### src/rtl/seg_scan_driver_pkg.sv
// Purpose: shared constants, state encoding and helpers for the seg_scan_driver slice.
// Latency: n/a (declarations only).
// Backpressure: n/a.
package seg_scan_driver_pkg;

  // Internal segment polarity is always 1 = lit, so "all off" is zero.
  localparam logic [6:0] SEG_OFF = 7'b0;

  typedef enum logic {
    ST_BLANK = 1'b0,
    ST_SHOW  = 1'b1
  } state_t;

  // One-hot digit enable for digit idx out of n digits (n <= 8).
  // The result is 8 bits wide; callers truncate to their digit count.
  function automatic logic [7:0] onehot(input logic [2:0] idx, input int n);
    onehot = 8'b0;
    if (int'(idx) < n) onehot[idx] = 1'b1;
  endfunction

endpackage

### src/rtl/seg_scan_driver_scan_timer.sv
// Purpose: per-digit slot timer; counts 0..SCAN_DIV-1 and flags slot end / blank window.
// Latency: o_slot_end is combinational on the current tick; o_in_blank_nxt describes the next tick.
// Backpressure: none, free-running.
// Ports: i_clk, i_rst (sync, active-high), o_slot_end (tick == SCAN_DIV-1),
//        o_in_blank_nxt (tick value after this edge falls inside the blanking window).
module seg_scan_driver_scan_timer #(
  parameter int SCAN_DIV     = 50000,
  parameter int BLANK_CYCLES = 500
) (
  input  logic i_clk,
  input  logic i_rst,
  output logic o_slot_end,
  output logic o_in_blank_nxt
);

  localparam int TW = $clog2(SCAN_DIV);
  localparam logic [TW-1:0] LAST_TICK = TW'(SCAN_DIV - 1);
  localparam logic [TW-1:0] BLANK_LIM = TW'(BLANK_CYCLES);

  logic [TW-1:0] r_tick;
  logic [TW-1:0] w_tick_nxt;

  always_comb begin
    o_slot_end     = (r_tick == LAST_TICK);
    w_tick_nxt     = o_slot_end ? '0 : r_tick + TW'(1);
    // The top registers its outputs from next-cycle values, so it needs the
    // blank decision for the tick that is about to be loaded.
    o_in_blank_nxt = (w_tick_nxt < BLANK_LIM);
  end

  always_ff @(posedge i_clk) begin
    if (i_rst) r_tick <= '0;
    else       r_tick <= w_tick_nxt;
  end

endmodule

### src/rtl/seg_scan_driver.sv
// Purpose: time-multiplexes NUM_DIGITS double-buffered 7-seg patterns onto one segment bus.
// Latency: outputs registered, aligned with the slot counters; new data appears from the next digit-0 slot.
// Backpressure: none; load always accepted, last load before a frame wrap wins.
// Ports: clk, rst (sync, active-high), digits_in (7 bits/digit, bit0=a), blank_mask (1 = digit dark),
//        load (capture strobe), seg/an (polarity per ACTIVE_LOW), frame_done (pulse when scan returns to digit 0).
module seg_scan_driver
  import seg_scan_driver_pkg::*;
#(
  parameter int NUM_DIGITS   = 4,
  parameter int SCAN_DIV     = 50000,
  parameter int BLANK_CYCLES = 500,
  parameter int ACTIVE_LOW   = 1
) (
  input  logic                    clk,
  input  logic                    rst,
  input  logic [7*NUM_DIGITS-1:0] digits_in,
  input  logic [NUM_DIGITS-1:0]   blank_mask,
  input  logic                    load,
  output logic [6:0]              seg,
  output logic [NUM_DIGITS-1:0]   an,
  output logic                    frame_done
);

  localparam int IW = $clog2(NUM_DIGITS);
  localparam logic [IW-1:0] LAST_IDX = IW'(NUM_DIGITS - 1);
  localparam logic POL = (ACTIVE_LOW != 0);

  logic w_slot_end;
  logic w_in_blank_nxt;

  seg_scan_driver_scan_timer #(
    .SCAN_DIV     (SCAN_DIV),
    .BLANK_CYCLES (BLANK_CYCLES)
  ) u_timer (
    .i_clk          (clk),
    .i_rst          (rst),
    .o_slot_end     (w_slot_end),
    .o_in_blank_nxt (w_in_blank_nxt)
  );

  logic [IW-1:0]           r_idx;
  logic [7*NUM_DIGITS-1:0] r_disp_dat, r_pend_dat;
  logic [NUM_DIGITS-1:0]   r_disp_mask, r_pend_mask;
  logic                    r_disp_vld, r_pend_vld;
  logic                    r_frame_done;
  logic [6:0]              r_seg;
  logic [NUM_DIGITS-1:0]   r_an;

  logic                    w_wrap;
  logic [IW-1:0]           w_idx_nxt;
  logic [7*NUM_DIGITS-1:0] w_disp_dat, w_pend_dat;
  logic [NUM_DIGITS-1:0]   w_disp_mask, w_pend_mask;
  logic                    w_disp_vld, w_pend_vld;
  state_t                  w_state_nxt;
  logic                    w_show;
  logic [6:0]              w_seg_int;
  logic [NUM_DIGITS-1:0]   w_an_int;

  always_comb begin
    w_wrap    = w_slot_end && (r_idx == LAST_IDX);
    w_idx_nxt = r_idx;
    if (w_slot_end) w_idx_nxt = w_wrap ? '0 : r_idx + IW'(1);

    w_disp_dat  = r_disp_dat;
    w_disp_mask = r_disp_mask;
    w_disp_vld  = r_disp_vld;
    w_pend_dat  = r_pend_dat;
    w_pend_mask = r_pend_mask;
    w_pend_vld  = r_pend_vld;
    if (w_wrap && load) begin
      // A load landing on the wrap edge bypasses pending so digit 0 of the
      // new frame already shows it; any older pending data is superseded.
      w_disp_dat  = digits_in;
      w_disp_mask = blank_mask;
      w_disp_vld  = 1'b1;
      w_pend_vld  = 1'b0;
    end else begin
      if (w_wrap && r_pend_vld) begin
        w_disp_dat  = r_pend_dat;
        w_disp_mask = r_pend_mask;
        w_disp_vld  = 1'b1;
        w_pend_vld  = 1'b0;
      end
      if (load) begin
        w_pend_dat  = digits_in;
        w_pend_mask = blank_mask;
        w_pend_vld  = 1'b1;
      end
    end

    // Outputs are registered from next-cycle values so they line up with the
    // tick/idx registers rather than trailing them by a cycle. Nothing lights
    // until real data has reached the display buffer after reset.
    w_state_nxt = w_in_blank_nxt ? ST_BLANK : ST_SHOW;
    w_show      = (w_state_nxt == ST_SHOW) && w_disp_vld && !w_disp_mask[w_idx_nxt];
    w_seg_int   = w_show ? w_disp_dat[7*int'(w_idx_nxt) +: 7] : SEG_OFF;
    w_an_int    = w_show ? NUM_DIGITS'(onehot(3'(w_idx_nxt), NUM_DIGITS)) : '0;
  end

  always_ff @(posedge clk) begin
    if (rst) begin
      r_idx        <= '0;
      r_disp_dat   <= '0;
      r_disp_mask  <= '0;
      r_disp_vld   <= 1'b0;
      r_pend_dat   <= '0;
      r_pend_mask  <= '0;
      r_pend_vld   <= 1'b0;
      r_frame_done <= 1'b0;
      r_seg        <= SEG_OFF ^ {7{POL}};
      r_an         <= {NUM_DIGITS{POL}};
    end else begin
      r_idx        <= w_idx_nxt;
      r_disp_dat   <= w_disp_dat;
      r_disp_mask  <= w_disp_mask;
      r_disp_vld   <= w_disp_vld;
      r_pend_dat   <= w_pend_dat;
      r_pend_mask  <= w_pend_mask;
      r_pend_vld   <= w_pend_vld;
      r_frame_done <= w_wrap;
      r_seg        <= w_seg_int ^ {7{POL}};
      r_an         <= w_an_int ^ {NUM_DIGITS{POL}};
    end
  end

  assign seg        = r_seg;
  assign an         = r_an;
  assign frame_done = r_frame_done;

endmodule

### config.mk
export PLATFORM = sky130hd
export DESIGN_NAME = seg_scan_driver
export DESIGN_NICKNAME = d
export VERILOG_FILES = /design/src/rtl/seg_scan_driver_pkg.sv /design/src/rtl/seg_scan_driver_scan_timer.sv /design/src/rtl/seg_scan_driver.sv
export SDC_FILE = /design/constraint.sdc
export NUM_CORES = 1
export LEC_CHECK = 0
export BUFFER_PORTS_ARGS = -buffer_cell sky130_fd_sc_hd__buf_2
export CORE_UTILIZATION = 59
export DETAILED_ROUTE_END_ITERATION = 7
export PLACE_DENSITY = 0.8
export REMOVE_ABC_BUFFERS = 1
export SYNTH_ARGS = -nofsm -noshare
export SYNTH_HDL_FRONTEND = slang
export SYNTH_SLANG_ARGS = --single-unit
export TNS_END_PERCENT = 10
### constraint.sdc
create_clock -name clk -period 2.6 [get_ports clk]
set_input_delay 0.52 -clock clk [delete_from_list [all_inputs] [get_ports clk]]
set_output_delay 0.52 -clock clk [all_outputs]
set_load 0.005 [all_outputs]
# Word level (Yosys, flattened, before mapping)
# Cells that the tools add are included.
# op_classes
addsub,2
n_mul,1
n_lt_le_gt_ge,4
eq_ne,2
shift,1
n_mux,18
n_bitwise,3
reduce_logical,10
# op_table
operator,count
28-bit 2-to-1 mux,2
28-bit by 6-bit variable part select with 7-bit output,1
16-bit by 1-bit adder with 16-bit output (second input constant),1
16-bit equality test (second input constant),1
16-bit by 9-bit less-than comparator with 1-bit output (second input constant),1
16-bit 2-to-1 mux,1
4-bit 2-to-1 mux,3
1-bit 2-to-1 mux,7
7-bit 2-to-1 mux,1
7-bit NOT,1
1-bit logical AND,6
3-bit by 2-bit multiplier with 5-bit output (first input constant),1
2-bit by 4-bit less-than comparator with 1-bit output (second input constant),1
2-bit 2-to-1 mux,2
4-bit NOT,1
2-bit by 3-bit less-than comparator with 1-bit output (second input constant),1
2-bit by 1-bit adder with 2-bit output (second input constant),1
1-bit binary-select mux with 2-bit select,1
1-bit demux with 2-bit select,1
2-bit equality test (second input constant),1
2-bit by 1-bit >= comparator with 1-bit output (second input constant),1
2-bit AND reduction,1
2-bit nonzero test,1
2-bit OR reduction,1
2 further kinds,2
# word_totals
reg_bits,96

# Depth between registers and ports, before layout
# Gate-level depths: netlist (run 1).
# logic_depth
ltp_word,11
mapped_depth,12

# Modules after synthesis
# A second synthesis (run 1) with hierarchy kept.
# hier_totals
hier_cells,567
hier_area_um2,4406.7
# by_module_without_submodules
mod,instances,cells_each,area_each_um2,seq_area_each_um2
seg_scan_driver,1,464,3550.9,1601.5
seg_scan_driver_scan_timer,1,103,855.8,320.3

# Worst setup path after synthesis (run 1)
# No wires, ideal clock.
# synth_timing
path_kind,reg-to-reg
from,reg u_timer.r_tick[0]
to,"reg r_seg[0], in the netlist seg[0]"
setup_time_ps,130
arrival_ps,2079
required_time_ps,2470
setup_slack_ps,391
path_stages_with_launch,11
path_buffers,2
period_less_slack_ps,2209
path_cell_list,dfxtp_1 ha_1 buf_4 and3_1 buf_4 nand3_1 nor2_1 a221oi_2 mux2i_1 a21oi_2 nand3_1
# synth_via
elab_chain_len,11
elab_cells_between_ends,25
classes_between,add/sub (1); mul (1); order compare (1); eq/ne (1); shift (1); mux (13); bitwise (1); reduce/logical (6)
# synth_rtl
item,line_no,text
start: declaration,seg_scan_driver_scan_timer.sv:20,logic [TW-1:0] r_tick;
start signal: assignment,seg_scan_driver_scan_timer.sv:33,else r_tick <= w_tick_nxt;
branches (longest 9 deep; another with 3-bit by 2-bit multiplier with 5-bit output),--,
7-bit 2-to-1 mux *,seg_scan_driver.sv:96,w_seg_int = w_show ? w_disp_dat[7*int'(w_idx_nxt) +: 7] : SEG_OFF;
7-bit NOT (no source line) *,--,
end signal: assignment,seg_scan_driver.sv:110,r_seg <= SEG_OFF ^ {7{POL}};
end signal: assignment,seg_scan_driver.sv:121,r_seg <= w_seg_int ^ {7{POL}};
end: declaration,seg_scan_driver.sv:46,logic [6:0] r_seg;
# Every way passes the cells marked *. The select of a mux whose other input is x is not followed.
# A chain may end at the register's enable or synchronous reset.

# Final worst setup path (run 1)
# Ends and elaborated chain as after synthesis.

==> metrics.md, run 1 <==
| Metric | Value |
|---|---|
| Status | `completed` |
| R2R cell count | `9` |
| Clock power share | `0.389` |
| DRC errors left | `0` |
| Clk Latency, worst-skew pair | `between 0.3 and 0.4 ns` |
| Power, Total | `2810 uW` |
| DR pass1 iterations | `5` |
| Syn. warnings | `0` |
| Setup violators final | `0` |
| Post-synth EDFFs | `0` |
| Seq pwr share | `0.542` |
| RSZ-0062 raised after global routing | `false` |
| Clk slew on worst S/H paths | `around 0.10 ns` |
| Leakage Power | `0.00205 uW` |
| Commonest register cell after synthesis | `dfxtp_1` |
| Rows | `32` |
| Final WL | `~12 mm` |
| Logic gate share of total power | `0.069` |
| Initial antenna violation count | `0` |
| Layout cells sized above 1 | `0.202` |
| Crit path DAT | `2.66 ns` |
| Fin crit period | `2.42 ns` |
| Worst setup SP type | `flop` |
| Clk buf depth | `2` |
| Port bufs | `46` |
| Most heavily used metal layer in global routing | `met2` |
| Post-CTS setup buffer count | `0` |
| Hold Crit Class | `input pin to flop` |
| Post-DR wirelength/cell | `17.0 um` |
| Sequential area share after synthesis | `0.399` |
| Setup TNS | `0 ns` |
| Gpl congestion | `0.845` |
| Worst path slowest cell | `a211oi_1` |
| Crit. End Element | `flop` |
| Met3 GRT Util | `0.0337` |
| Yosys top cell area share | `0.399` |
| Initial core utilization | `0.617` |
| Crit Reg-Reg Endpoint | `seg[0]` |
| GRT met2 Usage | `0.511` |
| Yosys cell types | `between 50 and 60` |
| GRT Residual Overflow | `0` |
| Final worst path period share | `0.931` |
| PwrDens | `about 520 nW/um2` |
| Measured slew at the worst slew-check pin | `approximately 1.1 ns` |
| Io pins | `47` |
| Die height | `between 90 and 100 um` |
| Cts-stage hold buffer count | `0` |
| Post-Syn Area | `approximately 4800 um2` |
| Dpl cell area | `a little over 5000 um2` |
| Die width | `92.4 um` |
| Die Area | `around 8500 um2` |
| Internal | `2120 uW` |
| Ys async rst share | `0` |
| Hold Startpoint | `digits_in[2]` |
| Top cells by area, synth | `dfxtp_1 40%, nand2_1 6.7%, a21oi_1 6.2%, mux2i_1 5.0%, nor2_1 4.0%` |
| Area Overhead vs Synth | `11.9%` |
| Worst-path maximum fanout | `17` |
| Cell count after synthesis | `583` |
| Hold violation total from the final report | `0` |
| Final cell count without fillers | `725` |
| Detailed Route Iter0 Violations | `300` |
| Hold Crit Endpoint | `r_pend_dat[2]` |
| WHS | `around 0.39 ns` |
| CTS tree | `done` |
| Slowest stage delay, CP | `0.40 ns` |
| Critical R2R Launch | `u_timer.r_tick[0]` |
| Required @ worst endpoint | `around 2.8 ns` |
| Post-DRT Antenna Nets | `0` |
| Diode count | `0` |
| Largest net degree at the start of global routing | `between 40 and 50` |
| Crit-path cells | `ha_1 -> and3_1 -> nand3_1 -> buf_4 -> nor3_1 -> a211oi_1 -> mux2i_1 -> mux2i_1 -> nand3_1` |
| Fin area | `5390 um2` |
| Achievable Freq | `about 0.41 GHz` |
| FF-to-FF setup slack | `0.18 ns` |
| Post-CTS resize count | `0` |
| Area leader, netlist | `dfxtp_1` |
| H-tree levels | `3` |
| Root buf cell | `clkbuf_8` |
| Clock Sinks | `between 90 and 100` |
| GRT Total Usage | `0.298` |
| Vias/cell | `6.21` |
| Global-route wire length before repair | `20.2 mm` |
| Post-synthesis register bit count | `96` |
| Psw | `just under 700 uW` |
| Switching share of power | `0.246` |
| Maximum VDD drop | `a little over 0.0003 V` |
| CTS Buf Count | `9` |
| Met1 GRT Util | `0.373` |
| Synthesized area per cell | `between 8 and 9 um2` |
| DR vias | `4505` |
| Core box area | `just under 8000 um2` |
| Final net count | `~660` |
| Worst Skew | `0.0116 ns` |
| DP HPWL | `8.48 mm` |
| Max-slew violations | `0` |
| Max cap viols | `0` |
| Crit Path Class | `flop to flop` |
| Slew HR | `0.245` |
| Vias in the first global route | `4309` |
| Placed Cells | `between 700 and 800` |
| Hold path cells | `3` |
-- worst max path at each step --
stage,startpoint,to,slack [ns],cells past startpoint
finish,u_timer.r_tick[0],seg[0],0.18,9
global route,u_timer.r_tick[3],seg[0],0.02,7
CTS,u_timer.r_tick[0],seg[0],0.23,8
detailed placement,u_timer.r_tick[0],seg[0],0.25,8
global placement,u_timer.r_tick[0],seg[0],0.29,8
floorplan,u_timer.r_tick[6],seg[0],-0.98,7
-- through the flow --
stage	setup WS [ns]	util
3_5_place_dp	0.251	0.663
2_1_floorplan	-0.984	-
6_report	0.180	0.691
4_1_cts	0.233	0.691
3_3_place_gp	0.290	0.663
5_1_grt	0.0219	0.691
-- state kept, by name, summed over array words and instances, names as in the netlist --
signal          count
r_disp_dat         28
r_pend_dat         28
u_timer.r_tick     16
seg                 7
an                  4
r_disp_mask         4
r_pend_mask         4
r_idx               2
frame_done          1
r_disp_vld          1
r_pend_vld          1
-- power groups by stage --
stage	Clock (uW)	Combinational, uW	Sequential, uW
floorplan	0	86.5	1560
global placement	0	186	1550
detailed placement	0	191	1550
CTS	1090	192	1520
global route	1160	216	1520
finish	1090	195	1520
-- cells in the mapped netlist, types with 4 or more instances --
| cell type | instances |
|---|---|
| nand2_1 | 86 |
| mux2i_1 | 24 |
| a31oi_1 | 4 |
| nand3_1 | 16 |
| a211oi_1 | 12 |
| nor2_1 | 52 |
| o22ai_1 | 13 |
| a21oi_1 | 60 |
| nand4_1 | 4 |
| xnor2_1 | 11 |
| inv_1 | 5 |
| clkbuf_1 | 28 |
| dfxtp_1 | 96 |
| o31ai_1 | 5 |
| o221a_2 | 12 |
| buf_2 | 14 |
| nand4b_1 | 13 |
| nor2b_1 | 26 |
| nor3_1 | 35 |
| or3_1 | 12 |
| buf_4 | 7 |
-- area by class of cell --
class / count / area (um2)
inverter: 5 / 18.8
sequential: 96 / 1920
timing repair buffer: 75 / 460
clock inverter: 6 / 90.1
multi-input combinational: 432 / 2650
fill: 670 / 2410
clock buffer: 9 / 124
tap: 102 / 128
-- worst max-delay path: cells and delay by family, from the launching register on --
family / cells / cell delay [ns]
simple gates: 4 / 0.72
compound gates: 1 / 0.40
flops: 1 / 0.34
buf+inv: 1 / 0.30
mux: 2 / 0.29
fa+ha+maj: 1 / 0.21
-- kinds of logic (layout without fill, tap and decap cells) --
kind of cell               count (synthesis)  in the layout  share of synthesized area
and+or+nand+nor                          266            266                      0.291
buffers and inverters                     55             95                     0.0535
xor gates and xnor gates                  14             14                     0.0254
adders and majority gates                  2              2                    0.00519
DFF                                       96             96                      0.399
muxes                                     26             26                     0.0545
AOI/OAI and AO/OA                        124            124                      0.172
-- placed cells by master, fill, tap and decap left out, types with 3 or more instances in the layout --
cell / instances
nand2_1: 86
or3_1: 12
buf_2: 46
o221a_2: 12
mux2i_1: 22
inv_1: 5
a211oi_1: 12
o31ai_1: 5
nand3_1: 16
and3_1: 3
a21oi_1: 60
o22ai_1: 13
dfxtp_1: 96
nand4b_1: 13
xor2_1: 3
a31oi_1: 4
nor2_1: 51
nand4_1: 4
xnor2_1: 11
nor3_1: 35
or2_2: 3
buf_4: 28
a221oi_1: 3
clkbuf_8: 9
nor2b_1: 26
-- layer usage --
layer,part of all wire,vias to the layer above
li1,-,2141
met1,0.43,2152
met2,0.48,179
met3,0.059,33
met4,0.028,0
met5,0,-
Note: power is estimated with default switching activity, not from simulation.
==> run 2, diff against run 1 <==
--- a/config.mk
+++ b/config.mk
@@ -6,9 +6,9 @@
 export NUM_CORES = 1
 export LEC_CHECK = 0
 export BUFFER_PORTS_ARGS = -buffer_cell sky130_fd_sc_hd__buf_2
-export CORE_UTILIZATION = 59
+export CORE_UTILIZATION = 24
 export DETAILED_ROUTE_END_ITERATION = 7
-export PLACE_DENSITY = 0.8
+export PLACE_DENSITY = 0.42
 export REMOVE_ABC_BUFFERS = 1
 export SYNTH_ARGS = -nofsm -noshare
 export SYNTH_HDL_FRONTEND = slang
==> run 2 against run 1 <==
Non-clock buffer count unchanged. Utilization shrank 40 points. Clock power grew 17%. Register-to-register slack barely moved. Largest power group unchanged. Routed wire length is 18% higher.
==> metrics.md, run 2 (same netlist as run 1, synthesis figures left out) <==
| Metric | Value |
|---|---|
| Status | `completed` |
| RSZ-0062 raised after global routing | `false` |
| Io pins | `47 (unchanged)` |
| GRT Residual Overflow | `0 (unchanged)` |
| Die Area | `20700 um2 (+140%)` |
| Largest net degree at the start of global routing | `61 (+36%)` |
| Clock Sinks | `96 (unchanged)` |
| Final net count | `656 (unchanged)` |
| Setup TNS | `0 ns (unchanged)` |
| Hold Startpoint | `digits_in[7]` |
| Clk buf depth | `2 (unchanged)` |
| Slowest stage delay, CP | `0.42 ns (+0.02 ns)` |
| Max-slew violations | `0 (unchanged)` |
| Fill cells | `2127 (+220%)` |
| Worst path slowest cell | `dfxtp_1` |
| Hold violation total from the final report | `0 (unchanged)` |
| Clk Latency, worst-skew pair | `0.35 ns (-0.02 ns)` |
| Root buf cell | `clkbuf_16` |
| FF-to-FF setup slack | `0.18 ns (about the same)` |
| Crit. End Element | `flop` |
| Die height | `144 um (+56%)` |
| Clk slew on worst S/H paths | `0.07 ns (-0.03 ns)` |
| Post-DRT Antenna Nets | `0 (unchanged)` |
| Layout Utilization | `0.291 (-0.399)` |
| Crit Reg-Reg Endpoint | `an[0]` |
| CTS tree | `done` |
| DR pass1 iterations | `4 (-1)` |
| H-tree levels | `3 (unchanged)` |
| Fin crit period | `2.42 ns (-0.00191 ns)` |
| Global-route wire length before repair | `23.2 mm (+15%)` |
| Largest registers | `r_disp_dat x28, r_pend_dat x28, u_timer.r_tick x16` |
| Critical R2R Launch | `u_timer.r_tick[14]` |
| Initial core utilization | `0.246 (-0.371)` |
| Rows | `51 (+59%)` |
| DR vias | `4284 (-4.9%)` |
| R2R cell count | `8 (-1)` |
| Hold Crit Class | `input pin to flop` |
| Commonest non-fill, non-tap cell in the layout | `dfxtp_1` |
| GRT Total Usage | `0.148 (-0.150)` |
| Gpl congestion | `0.818 (-3.1%)` |
| Core box area | `19600 um2 (+150%)` |
| PwrDens | `525 nW/um2 (+0.85%)` |
| Hold Crit Endpoint | `r_pend_dat[7]` |
| Slew HR | `0.653 (+0.408)` |
| Worst-path maximum fanout | `4 (-13)` |
| Measured slew at the worst slew-check pin | `0.519 ns (-0.611 ns)` |
| WP buf/inv | `1 (unchanged)` |
| Power, Total | `3000 uW (+6.7%)` |
| Die width | `144 um (+56%)` |
| Initial antenna violation count | `0 (unchanged)` |
| Crit Path Class | `flop to flop` |
| Post-DR wirelength/cell | `16.3 um (-3.9%)` |
| Setup violators final | `0 (unchanged)` |
| Final WL | `14.5 mm (+18%)` |
| Max cap viols | `0 (unchanged)` |
| Worst setup SP type | `flop` |
| Diode count | `0 (unchanged)` |
| DRC errors left | `0 (unchanged)` |
| Hold path cells | `3 (unchanged)` |
| Port bufs | `46 (unchanged)` |
| Most frequent cells in the layout | `94 x dfxtp_1, 86 x nand2_1, 60 x a21oi_1` |
| Top delay family on crit path | `simple AND/OR/NAND/NOR gates` |
| Crit-path cells | `and4_1 -> nand4_4 -> nor2_4 -> mux2i_2 -> nor2b_1 -> a221oi_2 -> buf_4 -> nand4_1` |
| Detailed Route Iter0 Violations | `219 (-27%)` |
| Layout cells sized above 1 | `0.207 (+0.00515)` |
| Worst Skew | `0.00767 ns (-0.00393 ns)` |
| Leakage Power | `0.00210 uW (+2.1%)` |
| Final worst path period share | `0.930 (about the same)` |
| Vias/cell | `4.83 (-22%)` |
| Achievable Freq | `0.414 GHz (about the same)` |
| Crit path DAT | `2.60 ns (-0.06 ns)` |
| Vias in the first global route | `4184 (-2.9%)` |
| DP HPWL | `9.92 mm (+17%)` |
| CTS Buf Count | `9 (unchanged)` |
| Area Overhead vs Synth | `18.4%` |
| Maximum VDD drop | `0.000302 V (-2.1%)` |
| Required @ worst endpoint | `2.78 ns (-0.06 ns)` |
## run 2: changes by cell type in the layout (fill, tap and decap cells not counted), sizes merged
| cell | delta |
|---|---|
| bufinv | -2 |
| clkbuf | +3 |
| inv | -2 |
## run 2: through the flow
step | hold slack (ns) | instances | cell area [um2] | setup WS, ns
finish | 0.415 | 887 | 5710 | 0.182
CTS | 0.404 | 887 | 5690 | 0.182
global placement | 0.437 | 873 | 5420 | 0.181
global route | 0.400 | 887 | 5710 | 0.0184
detailed placement | 0.443 | 873 | 5420 | 0.198
floorplan | 0.425 | 533 | 4580 | -0.984
## run 2: routing by layer
metal  GRT usage  up-vias  wire (um)
met1       0.197     2047       7070
li1            -     2134          -
met5           0        -          0
met4      0.0286        0         73
met2       0.242       97       6810
met3      0.0367        6        527
## run 2: power by group
part	switching (uW)	internal (uW)	leakage (uW)	total, uW
logic	126	74.5	0.00118	201
clock network	578	693	0.000131	1270
registers	20.9	1500	0.000782	1520
total	725	2270	0.00210	3000
## run 2: worst min-delay path, cell delays in order
cell     delay (ns)
buf_2          0.11
nand2_1        0.05
a21oi_1        0.05
## run 2: timing repair
item                                    in CTS  in global routing
endpoints found under the setup margin       0                  1
gates resized for setup                      0                  5
hold buffers                                 0                  0
buffers inserted                             0                  0
## run 2: area by class of cell
type | instances | area [um2] | area share
clock buffers | 12 | 256 | 0.0449
clock inverters | 2 | 16.3 | 0.00285
inverters | 5 | 18.8 | 0.00329
multi-input cells | 432 | 2660 | 0.466
flip-flops and latches | 96 | 1920 | 0.337
well taps | 265 | 332 | 0.0581
repair buffers | 75 | 498 | 0.0873
## run 2: worst max path at each step
| stage | startpoint | end | slack [ns] | depth (start not counted) |
|---|---|---|---|---|
| 2_1_floorplan | u_timer.r_tick[6] | seg[0] | -0.98 | 7 |
| 3_3_place_gp | u_timer.r_tick[3] | an[0] | 0.18 | 8 |
| 3_5_place_dp | u_timer.r_tick[3] | an[0] | 0.20 | 8 |
| 4_1_cts | u_timer.r_tick[3] | seg[3] | 0.18 | 8 |
| 5_1_grt | u_timer.r_tick[0] | an[0] | 0.02 | 10 |
| 6_report | u_timer.r_tick[14] | an[0] | 0.18 | 8 |
==> run 3, diff against run 2 <==
--- a/config.mk
+++ b/config.mk
@@ -12,5 +12,6 @@
 export REMOVE_ABC_BUFFERS = 1
 export SYNTH_ARGS = -nofsm -noshare
 export SYNTH_HDL_FRONTEND = slang
+export SYNTH_HIERARCHICAL = 1
 export SYNTH_SLANG_ARGS = --single-unit
 export TNS_END_PERCENT = 10
==> run 3 against run 2 <==
The flow now finishes with violations (design-rule violations, negative setup slack). Global-route usage shrank 0.17 points. Clock-buffer cell count is the same. Flip-flop and latch count is the same. Combinational power grew 13%. Setup slack lost 0.41 ns. Utilization grew 2.5 points. Maximum frequency shrank 14%. First-iteration DRC count grew 7.3%. Synthesized area shrank 8.6%. Register-to-register slack lost 0.41 ns. Power grew 1.3%. Final area shrank 0.44%. Critical endpoint is now seg[6].
==> metrics.md, run 3 <==
| Metric | Value |
|---|---|
| Status | `finished with violations` |
| Failing checks | `design-rule violations, negative setup slack` |
| Largest net degree at the start of global routing | `50 (-18%)` |
| H-tree levels | `3 (unchanged)` |
| Diode count | `0 (unchanged)` |
| DR vias | `4153 (-3.1%)` |
| Commonest non-fill, non-tap cell in the layout | `nand2_1` |
| Worst path slowest cell | `or4b_1` |
| Post-DRT Antenna Nets | `0 (unchanged)` |
| DR pass1 iterations | `7 (+3)` |
| Compound-Gate Fraction of Synth Area | `0.217 (+0.0456)` |
| Crit path DAT | `3.07 ns (+0.47 ns)` |
| GRT Total Usage | `0.147 (-0.00168)` |
| Mux cell area share after synthesis | `0.00227 (-0.0522)` |
| Worst setup SP type | `flop` |
| Commonest cells post-synth | `99 x nand2_1, 96 x dfxtp_1, 91 x nor2_1` |
| Fin crit period | `2.83 ns (+0.408 ns)` |
| Area leader, netlist | `dfxtp_1` |
| Post-DR wirelength/cell | `15.0 um (-7.8%)` |
| Die height | `138 um (-4.3%)` |
| Sequential area share after synthesis | `0.436 (+0.0374)` |
| Largest registers | `r_disp_dat x28, r_pend_dat x28, u_timer/r_tick x16` |
| Ys async rst share | `0 (unchanged)` |
| Required @ worst endpoint | `2.85 ns (+0.07 ns)` |
| Post-Synth XOR/XNOR Area | `0.0278 (+0.00238)` |
| Hold Crit Class | `input pin to flop` |
| Cell count after synthesis | `567 (-2.7%)` |
| Initial core utilization | `0.245 (-0.000708)` |
| Clk Latency, worst-skew pair | `0.36 ns (about the same)` |
| Top cells by area, synth | `dfxtp_1 44%, nand2_1 8.4%, nor2_1 7.8%, a21oi_1 4.3%, o21ai_0 2.8%` |
| Achievable Freq | `0.354 GHz (-14%)` |
| Commonest register cell after synthesis | `dfxtp_1` |
| Yosys cell types | `53 (+3.9%)` |
| GRT Residual Overflow | `0 (unchanged)` |
| Worst-path maximum fanout | `11 (+7)` |
| Top delay family on crit path | `simple AND/OR/NAND/NOR gates` |
| Slew HR | `0.622 (-0.0317)` |
| Clk slew on worst S/H paths | `0.07 ns (about the same)` |
| Gpl congestion | `0.802 (-2.0%)` |
| Setup violators final | `22 (+22)` |
| Crit. End Element | `flop` |
| Synthesized area per cell | `7.77 um2 (-6.0%)` |
| Core box area | `18000 um2 (-8.3%)` |
| Post-synthesis register bit count | `96 (unchanged)` |
| Syn. warnings | `6 (+6)` |
| Max cap viols | `0 (unchanged)` |
| Die Area | `18900 um2 (-8.4%)` |
| Port bufs | `46 (unchanged)` |
| Final worst path period share | `1.09 (+0.157)` |
| Global-route wire length before repair | `20.9 mm (-9.7%)` |
| Vias in the first global route | `3890 (-7.0%)` |
| Layout cells sized above 1 | `0.236 (+0.0287)` |
| Final net count | `681 (+3.8%)` |
| Clock Sinks | `96 (unchanged)` |
| Crit-path cells | `or4b_1 -> or4_4 -> nor2_4 -> and2_4 -> a31oi_1 -> a2111o_1 -> nor4_4 -> buf_6 -> o21ai_1` |
| Clk buf depth | `2 (unchanged)` |
| Most numerous cell in the Yosys netlist | `nand2_1` |
| PwrDens | `534 nW/um2 (+1.8%)` |
| Final WL | `13.2 mm (-8.9%)` |
| Most frequent cells in the layout | `98 x nand2_1, 95 x dfxtp_1, 90 x nor2_1` |
| Leakage Power | `0.00206 uW (-1.8%)` |
| Post-Syn Area | `4410 um2 (-8.6%)` |
| Combinational family with the most area after synthesis | `simple AND/OR/NAND/NOR gates` |
| DRC errors left | `2 (+2)` |
| CTS tree | `done` |
| Adder-Cell Fraction of Synth Area | `0.00568 (+0.000486)` |
| Root buf cell | `clkbuf_16` |
| DP HPWL | `9.02 mm (-9.1%)` |
| RSZ-0062 raised after global routing | `true` |
| Hold violation total from the final report | `0 (unchanged)` |
| CTS Buf Count | `9 (unchanged)` |
| Area Overhead vs Synth | `28.9%` |
| Synth Area in Simple Gates | `0.248 (-0.0426)` |
| Maximum VDD drop | `0.000254 V (-16%)` |
| WP buf/inv | `1 (unchanged)` |
| Layout Utilization | `0.316 (+0.0250)` |
| Die width | `138 um (-4.3%)` |
| Detailed Route Iter0 Violations | `235 (+7.3%)` |
| Slowest stage delay, CP | `0.52 ns (+0.10 ns)` |
| Measured slew at the worst slew-check pin | `0.567 ns (+0.0480 ns)` |
| Vias/cell | `4.74 (-2.0%)` |
| Post-synth EDFFs | `0 (unchanged)` |
| Post-CTS setup buffer count | `0 (unchanged)` |
| Io pins | `47 (unchanged)` |
| Max-slew violations | `0 (unchanged)` |
| Crit Path Class | `flop to flop` |
| Initial antenna violation count | `0 (unchanged)` |
| Rows | `49 (-3.9%)` |
| Cts-stage hold buffer count | `0 (unchanged)` |
| Worst Skew | `0.0117 ns (+0.00398 ns)` |
| WHS | `0.407 ns (-0.00783 ns)` |
| Dpl ws | `-0.268 ns (-0.466 ns)` |
| Yosys top cell area share | `0.436 (+0.0374)` |
| Worst setup margin | `-0.226 ns (-0.408 ns)` |
-- run 3: path summary, 6_finish.rpt --
check | startpoint | to | slack [ns] | depth (start not counted)
worst min register to register | r_pend_mask[0] | r_pend_mask[0] | 0.45 | 2
worst max-delay path | u_timer/r_tick[4] | seg[6] | -0.23 | 9
worst max register to register | u_timer/r_tick[4] | seg[6] | -0.23 | 9
worst min-delay path | digits_in[19] | r_pend_dat[19] | 0.41 | 3
-- run 3: power breakdown --
part           internal, uW  leakage [uW]  switching [uW]
Combinational          89.5       0.00114             138
Clock                   701      0.000135             582
Sequential             1500      0.000781            21.4
Total                  2290       0.00206             741
-- run 3: final cells by class --
class	count	area [um2]
Fill cell	1896	12300
Multi-Input combinational cell	408	2310
Sequential cell	96	1920
Timing Repair Buffer	110	813
Tap cell	229	287
Clock buffer	12	256
Inverter	19	71.3
Clock inverter	3	25.0
-- run 3: repair_timing --
action                                 4_1_cts  5_1_grt
endpoints found under the hold margin        0        0
gates resized for setup                      7       25
pin swaps                                    0        8
setup endpoints to repair                   64       71
-- run 3: metrics by stage --
| step | total power [uW] | cell area (um2) | instances | setup TNS, ns |
|---|---|---|---|---|
| final | 3030 | 5680 | 877 | -2.50 |
| after global placement | 1780 | 5290 | 862 | -3.29 |
| after global routing | 3180 | 5680 | 877 | -7.65 |
| after detailed placement | 1780 | 5290 | 862 | -5.46 |
| after CTS | 3080 | 5600 | 877 | -2.69 |
| after floorplan | 1650 | 4200 | 523 | -48.81 |
-- run 3: cell families (layout without fill, tap and decap cells) --
group,Yosys count,count (layout)
xor+xnor,14,14
compound gates,145,145
fa+ha+maj,2,2
simple gates,246,246
flops,96,96
mux,1,1
buf+inv,63,144
-- run 3: layer usage --
metal / vias to the layer above / global-route usage / part of all wire
met3: 15 / 0.0235 / 0.028
met5: - / 0 / 0
met1: 1942 / 0.203 / 0.51
li1: 2118 / - / -
met4: 0 / 0.0604 / 0.019
met2: 78 / 0.224 / 0.44
-- run 3: tightest hold or removal path: stages --
cell and delay [ns]:
buf_2 0.10, nand2_1 0.05, a21oi_1 0.05
